==> config.mk <==
export PLATFORM = sky130hd
export DESIGN_NAME = rns_sequencer
export DESIGN_NICKNAME = d
export VERILOG_FILES = /design/src/rtl/rns_sequencer.sv
export SDC_FILE = /design/constraint.sdc
export NUM_CORES = 1
export LEC_CHECK = 0
export ABC_AREA = 1
export BUFFER_PORTS_ARGS = -buffer_cell sky130_fd_sc_hd__clkbuf_2
export CAP_MARGIN = 20
export CORE_MARGIN = 2
export CORE_UTILIZATION = 43
export CTS_BUF_LIST = sky130_fd_sc_hd__clkbuf_8
export CTS_CLUSTER_SIZE = 25
export DETAILED_ROUTE_END_ITERATION = 8
export GPL_ROUTABILITY_DRIVEN = 0
export GPL_TIMING_DRIVEN = 0
export PLACE_DENSITY = 0.7
export SYNTH_ARGS = -nofsm -noshare
export SYNTH_HDL_FRONTEND = slang
export SYNTH_SLANG_ARGS = --single-unit
export TNS_END_PERCENT = 20
==> constraint.sdc <==
create_clock -name clk -period 2 [get_ports clk]
set_clock_uncertainty 0.2 [all_clocks]
set_input_delay 0.2 -clock clk [delete_from_list [all_inputs] [get_ports clk]]
set_output_delay 0.2 -clock clk [all_outputs]
set_load 0.01 [all_outputs]
==> src/rtl/rns_sequencer.sv <==
// Sequences one RNS pass per modulus, arbitrating the shared
// UnifiedTransformation multiplier with the NTT engine.
module rns_sequencer #(
  parameter int LOGI       = 4,
  parameter int M          = 17,
  parameter int EXP_W      = 12,
  parameter int ARM_CYCLES = 2,
  parameter int TIMEOUT    = 65535
) (
  input  logic             clk,
  input  logic             rst,
  input  logic             start,
  input  logic [LOGI:0]    num_moduli,
  input  logic [EXP_W-1:0] scale_in,
  input  logic [1:0]       current_n_in,
  output logic             busy,
  output logic             done,
  output logic             error,
  output logic [LOGI-1:0]  param_rd_addr,
  input  logic [M+3:0]     param_rd_data,
  output logic             rns_rst,
  output logic [LOGI-1:0]  rns_modulus_select,
  output logic [EXP_W-1:0] rns_scale,
  output logic [1:0]       rns_current_n,
  output logic [3:0]       rns_current_k,
  output logic [M-1:0]     rns_qm,
  input  logic             rns_done,
  input  logic             ntt_req,
  output logic             ntt_grant,
  output logic             ut_sel_rns,
  output logic             poly_valid,
  output logic [LOGI-1:0]  poly_index,
  input  logic             poly_ready
);

  localparam int CW = $clog2(TIMEOUT + 1);
  localparam logic [CW-1:0] ARM_END = CW'(ARM_CYCLES - 1);
  localparam logic [CW-1:0] RUN_END = CW'(TIMEOUT - 1);
  localparam logic [CW-1:0] CNT_ONE = CW'(1);
  localparam logic [LOGI:0] IDX_ONE = (LOGI+1)'(1);

  typedef enum logic [2:0] {
    S_IDLE,
    S_FETCH,
    S_WAIT_RES,
    S_ARM,
    S_RUN,
    S_HANDOFF,
    S_FINISH
  } state_e;

  state_e           state_q, state_d;
  logic             fetch_ph_q, fetch_ph_d;
  logic [LOGI-1:0]  idx_q, idx_d;
  logic [LOGI:0]    num_q, num_d;
  logic [CW-1:0]    cnt_q, cnt_d;
  logic             busy_q, busy_d;
  logic             done_q, done_d;
  logic             error_q, error_d;
  logic [LOGI-1:0]  addr_q, addr_d;
  logic             rns_rst_q, rns_rst_d;
  logic [LOGI-1:0]  sel_q, sel_d;
  logic [EXP_W-1:0] scale_q, scale_d;
  logic [1:0]       n_q, n_d;
  logic [3:0]       k_q, k_d;
  logic [M-1:0]     qm_q, qm_d;
  logic             grant_q, grant_d;
  logic             ut_sel_q, ut_sel_d;
  logic             pvalid_q, pvalid_d;
  logic [LOGI-1:0]  pindex_q, pindex_d;
  logic [LOGI:0]    idx_nxt;

  assign idx_nxt = {1'b0, idx_q} + IDX_ONE;

  always_comb begin
    state_d    = state_q;
    fetch_ph_d = fetch_ph_q;
    idx_d      = idx_q;
    num_d      = num_q;
    cnt_d      = cnt_q;
    busy_d     = busy_q;
    done_d     = 1'b0;
    error_d    = error_q;
    addr_d     = addr_q;
    rns_rst_d  = rns_rst_q;
    sel_d      = sel_q;
    scale_d    = scale_q;
    n_d        = n_q;
    k_d        = k_q;
    qm_d       = qm_q;
    grant_d    = ntt_req;
    ut_sel_d   = ut_sel_q;
    pvalid_d   = pvalid_q;
    pindex_d   = pindex_q;
    unique case (state_q)
      S_IDLE: begin
        if (start) begin
          scale_d    = scale_in;
          n_d        = current_n_in;
          num_d      = num_moduli;
          error_d    = 1'b0;
          idx_d      = '0;
          addr_d     = '0;
          fetch_ph_d = 1'b0;
          busy_d     = 1'b1;
          state_d    = (num_moduli == '0) ? S_FINISH : S_FETCH;
        end
      end
      S_FETCH: begin
        fetch_ph_d = ~fetch_ph_q;
        if (fetch_ph_q) begin
          qm_d    = param_rd_data[M-1:0];
          k_d     = param_rd_data[M+3:M];
          sel_d   = idx_q;
          state_d = S_WAIT_RES;
        end
      end
      S_WAIT_RES: begin
        // NTT keeps the resource only if it already holds it
        if (grant_q && ntt_req) begin
          grant_d = 1'b1;
        end else begin
          grant_d  = 1'b0;
          ut_sel_d = 1'b1;
          cnt_d    = '0;
          state_d  = S_ARM;
        end
      end
      S_ARM: begin
        grant_d = 1'b0;
        if (cnt_q == ARM_END) begin
          cnt_d     = '0;
          rns_rst_d = 1'b0;
          state_d   = S_RUN;
        end else begin
          cnt_d = cnt_q + CNT_ONE;
        end
      end
      S_RUN: begin
        grant_d = 1'b0;
        cnt_d   = cnt_q + CNT_ONE;
        if (cnt_q != '0 && rns_done) begin
          ut_sel_d  = 1'b0;
          rns_rst_d = 1'b1;
          pvalid_d  = 1'b1;
          pindex_d  = idx_q;
          state_d   = S_HANDOFF;
        end else if (cnt_q == RUN_END) begin
          ut_sel_d  = 1'b0;
          rns_rst_d = 1'b1;
          error_d   = 1'b1;
          state_d   = S_FINISH;
        end
      end
      S_HANDOFF: begin
        if (pvalid_q && poly_ready) begin
          pvalid_d = 1'b0;
          idx_d    = idx_nxt[LOGI-1:0];
          if (idx_nxt >= num_q) begin
            state_d = S_FINISH;
          end else begin
            addr_d     = idx_nxt[LOGI-1:0];
            fetch_ph_d = 1'b0;
            state_d    = S_FETCH;
          end
        end
      end
      S_FINISH: begin
        done_d  = 1'b1;
        busy_d  = 1'b0;
        state_d = S_IDLE;
      end
      default: state_d = S_IDLE;
    endcase
  end

  always_ff @(posedge clk) begin
    if (rst) begin
      state_q    <= S_IDLE;
      fetch_ph_q <= 1'b0;
      idx_q      <= '0;
      num_q      <= '0;
      cnt_q      <= '0;
      busy_q     <= 1'b0;
      done_q     <= 1'b0;
      error_q    <= 1'b0;
      addr_q     <= '0;
      rns_rst_q  <= 1'b1;
      sel_q      <= '0;
      scale_q    <= '0;
      n_q        <= '0;
      k_q        <= '0;
      qm_q       <= '0;
      grant_q    <= 1'b0;
      ut_sel_q   <= 1'b0;
      pvalid_q   <= 1'b0;
      pindex_q   <= '0;
    end else begin
      state_q    <= state_d;
      fetch_ph_q <= fetch_ph_d;
      idx_q      <= idx_d;
      num_q      <= num_d;
      cnt_q      <= cnt_d;
      busy_q     <= busy_d;
      done_q     <= done_d;
      error_q    <= error_d;
      addr_q     <= addr_d;
      rns_rst_q  <= rns_rst_d;
      sel_q      <= sel_d;
      scale_q    <= scale_d;
      n_q        <= n_d;
      k_q        <= k_d;
      qm_q       <= qm_d;
      grant_q    <= grant_d;
      ut_sel_q   <= ut_sel_d;
      pvalid_q   <= pvalid_d;
      pindex_q   <= pindex_d;
    end
  end

  assign busy               = busy_q;
  assign done               = done_q;
  assign error              = error_q;
  assign param_rd_addr      = addr_q;
  assign rns_rst            = rns_rst_q;
  assign rns_modulus_select = sel_q;
  assign rns_scale          = scale_q;
  assign rns_current_n      = n_q;
  assign rns_current_k      = k_q;
  assign rns_qm             = qm_q;
  assign ntt_grant          = grant_q;
  assign ut_sel_rns         = ut_sel_q;
  assign poly_valid         = pvalid_q;
  assign poly_index         = pindex_q;

endmodule

==> flow_summary.yaml <==
detailed_routing:
  antenna_left: 0
  routed_wl_um: 10300
  drtPass1Iterations: 4
  wire_per_inst_um: 13.0
  post-route-drc-count: 0
  drt_iter0_drc: 156
  via_per_inst: 4.96
  vias: 3950
place:
  io_buffer_count: 99
  place_ws_ns: -0.328
  dp_hpwl_um: 7090
worst_setup_path:
  path_cells: "ha_4 > nand2_4 > inv_2 > nor2_2 > ha_1 > nand2_1 > nor2_1 > nand2_1 > nand4_1 > a21oi_4 > inv_2 > nor2_1 > nor2_1"
  crit_required_ns: 2.05
  cp-start-kind: "register"
  r2r_start: "idx_q[0]"
  max_stage_delay_ns: 0.39
  crit_fanout: 5
  end_kind: "register"
  reg2reg_depth: 13
  cpMostUsedCell: "nor2_1"
  worstSetupPathType: "register to register"
  crit_arrival_ns: 2.19
  slowest_stage: "dfxtp_4"
  r2r-end: "param_rd_addr[0]"
  crit_family: "simple AND/OR/NAND/NOR gates"
  critPathBufInv: 2
  rrSetupSlack_ns: -0.15
floorplan:
  die-height_um: 98.0
  dieArea_um2: 9600
  core_um2: 8640
  rows: 34
  die_w_um: 98.0
  start_util_pct: 44.0
  ioPinCount: 100
sta:
  setup_slack_ns: -0.145
  fmax_mhz: 466
  max_slew_margin_pct: 65.4
  holdWs_ns: 0.102
  maxSlewViolCount: 0
  worst_slew_pin_slew_ns: 0.519
  hold_viol: 0
  period_share_pct: 107
  setup_viol: 6
  period_needed_ns: 2.15
  rsz0062_at_grt: "yes"
synthesis:
  synth_fa_ha_area_share_pct: 3.29
  synth_area_um2: 3800
  synth_area_per_cell_um2: 7.24
  async_reset_ff_share_pct: 0
  synth_simple_gate_area_share_pct: 30.8
  ys_top_cells_by_area: "dfxtp_1 44%, nor2_1 14%, o21ai_0 8.7%, nand2_1 6.3%, inv_1 4.3%"
  synth_xor_area_share_pct: 0.922
  synth-warning-count: 0
  synth_enable_flop_cells: 0
  synth_flop_cell: "dfxtp_1"
  synth_nets: 581
  synth_top_family_by_area: "simple AND/OR/NAND/NOR gates"
  synth.mux.area_fraction_pct: 0
  synth_top_cell_by_area: "dfxtp_1"
  yosysTopAreaCellShare_pct: 43.7
  synth_seq_area_share_pct: 43.7
  synth_compound_area_share_pct: 13.9
  synthCells: 525
  yosys_register_bits: 83
  ys_types: 30
global_routing:
  grt_pass1_wl_um: 17500
  grt_max_degree: 17
  antenna_found_initial: 0
  grt.overflow.total: 0
  grt_pass1_vias: 3888
  grtUsageTotal_pct: 22.0
power:
  ir_worst_vdd_mv: 0.588
  pwr_density_cell_nw_per_um2: 1060
  leakagePower_nw: 2.44
min_path:
  hold_depth: 5
  worstHoldEndpoint: "state_q[0]"
  min_from: "rns_done"
  hp-class: "input port to register"
status:
  violations: "negative setup slack"
  status: "finished, violations left"
layout:
  nNetsFinal: 740
  drive_gt1_share_pct: 27.1
  final_cell_mix: "133 x nor2_1, 100 x clkbuf_2, 79 x dfxtp_1, 66 x o21ai_0, 61 x nand2_1"
  antenna_cells: 0
  final_common_cell: "nor2_1"
  layout-area-overhead-vs-synth_pct: 36.7
cts:
  path_clk_slew_ns: 0.09
  cts_buffers: 9
  cts_tree: "yes"
  clkSinkCount: 83
  cts_buffer_depth: 2
  insertion_delay_ns: 0.36
  h-tree-depth: 3
  clock-root-buffer: "clkbuf_8"
run:
  maxCapViolations: 0
[cell families after synthesis]
group                      after synthesis
DFF                                     83
AOI/OAI and AO/OA                      102
adders and majority gates               10
buffers and inverters                   68
xor gates and xnor gates                 4
and+or+nand+nor                        258
[worst register-to-register path, cell delays in order (launching register included)]
cell and delay (ns):
dfxtp_4 0.39, ha_4 0.17, nand2_4 0.05, inv_2 0.06, nor2_2 0.04, ha_1 0.30
nand2_1 0.06, nor2_1 0.04, nand2_1 0.08, nand4_1 0.17, a21oi_4 0.25, inv_2 0.09
nor2_1 0.12, nor2_1 0.04
[synth_stat cells (6+ instances only)]
| library cell | n |
|---|---|
| nand2_1 | 64 |
| ha_1 | 10 |
| o21ai_0 | 66 |
| inv_1 | 44 |
| buf_2 | 7 |
| nand3_1 | 20 |
| inv_2 | 7 |
| nor2_1 | 137 |
| nand4_1 | 6 |
| a21oi_1 | 31 |
| clkbuf_1 | 8 |
| dfxtp_1 | 83 |
[routing by layer]
layer | up-vias | GRT usage [%] | wire length, um
met3 | 14 | 5.80 | 562
met4 | 0 | 5.45 | 164
met1 | 1821 | 26.1 | 4430
li1 | 2013 | - | -
met5 | - | 0 | 0
met2 | 102 | 39.6 | 5180
[through the flow]
| stage | TNS [ns] | cell area, um^2 | utilization (%) | total power, mW | instances |
|---|---|---|---|---|---|
| finish | -0.649 | 5190 | 60.2 | 5.50 | 797 |
| global route | -1.72 | 5190 | 60.2 | 5.91 | 797 |
| floorplan | 0 | 3800 | - | 3.50 | 525 |
| detailed placement | -1.40 | 4430 | 51.3 | 4.10 | 732 |
| global placement | -1.34 | 4430 | 51.3 | 4.04 | 732 |
| CTS | -0.573 | 5130 | 59.4 | 5.40 | 795 |
[where the power goes]
part / total, mW / internal, mW / switching (mW)
logic: 2.14 / 0.831 / 1.31
registers: 2.21 / 1.98 / 0.226
clock network: 1.15 / 0.471 / 0.680
total: 5.50 / 3.28 / 2.22
[repair_timing]
item | 4_1_cts | 5_1_grt
hold buffers | 42 | 0
setup endpoints to repair | 8 | 49
resized for setup | 15 | 16
hold endpoints to repair | 42 | 0
pin swaps | 9 | 4
buffers inserted | 5 | 2
[cell type report]
| class | instances | area (um^2) |
|---|---|---|
| Buffer | 17 | 88.8 |
| Clock buffer | 9 | 124 |
| Tap cell | 108 | 135 |
| Inverter | 51 | 191 |
| Fill cell | 776 | 3440 |
| Clock inverter | 7 | 58.8 |
| Multi-Input combinational cell | 374 | 1950 |
| Sequential cell | 83 | 1670 |
| Timing Repair Buffer | 148 | 968 |
[worst max path at each step]
stage,endpoint,startpoint,depth (start not counted),slack [ns]
6_report,param_rd_addr[0],idx_q[0],13,-0.15
5_1_grt,param_rd_addr[2],idx_q[0],13,-0.29
4_1_cts,param_rd_addr[3],idx_q[1],13,-0.13
3_5_place_dp,param_rd_addr[3],idx_q[2],11,-0.33
3_3_place_gp,param_rd_addr[3],idx_q[2],11,-0.31
2_1_floorplan,param_rd_addr[3],idx_q[0],12,0.006
[sequential cells by signal, summed over array words and instances (netlist names), 2 cells and up]
| signal | cells |
|---|---|
| num_q | 5 |
| idx_q | 4 |
| rns_current_k | 4 |
| poly_index | 4 |
| state_q | 3 |
| rns_qm | 17 |
| cnt_q | 16 |
| param_rd_addr | 4 |
| rns_current_n | 2 |
| rns_modulus_select | 4 |
| rns_scale | 12 |
(Power assumes the default switching activity.)
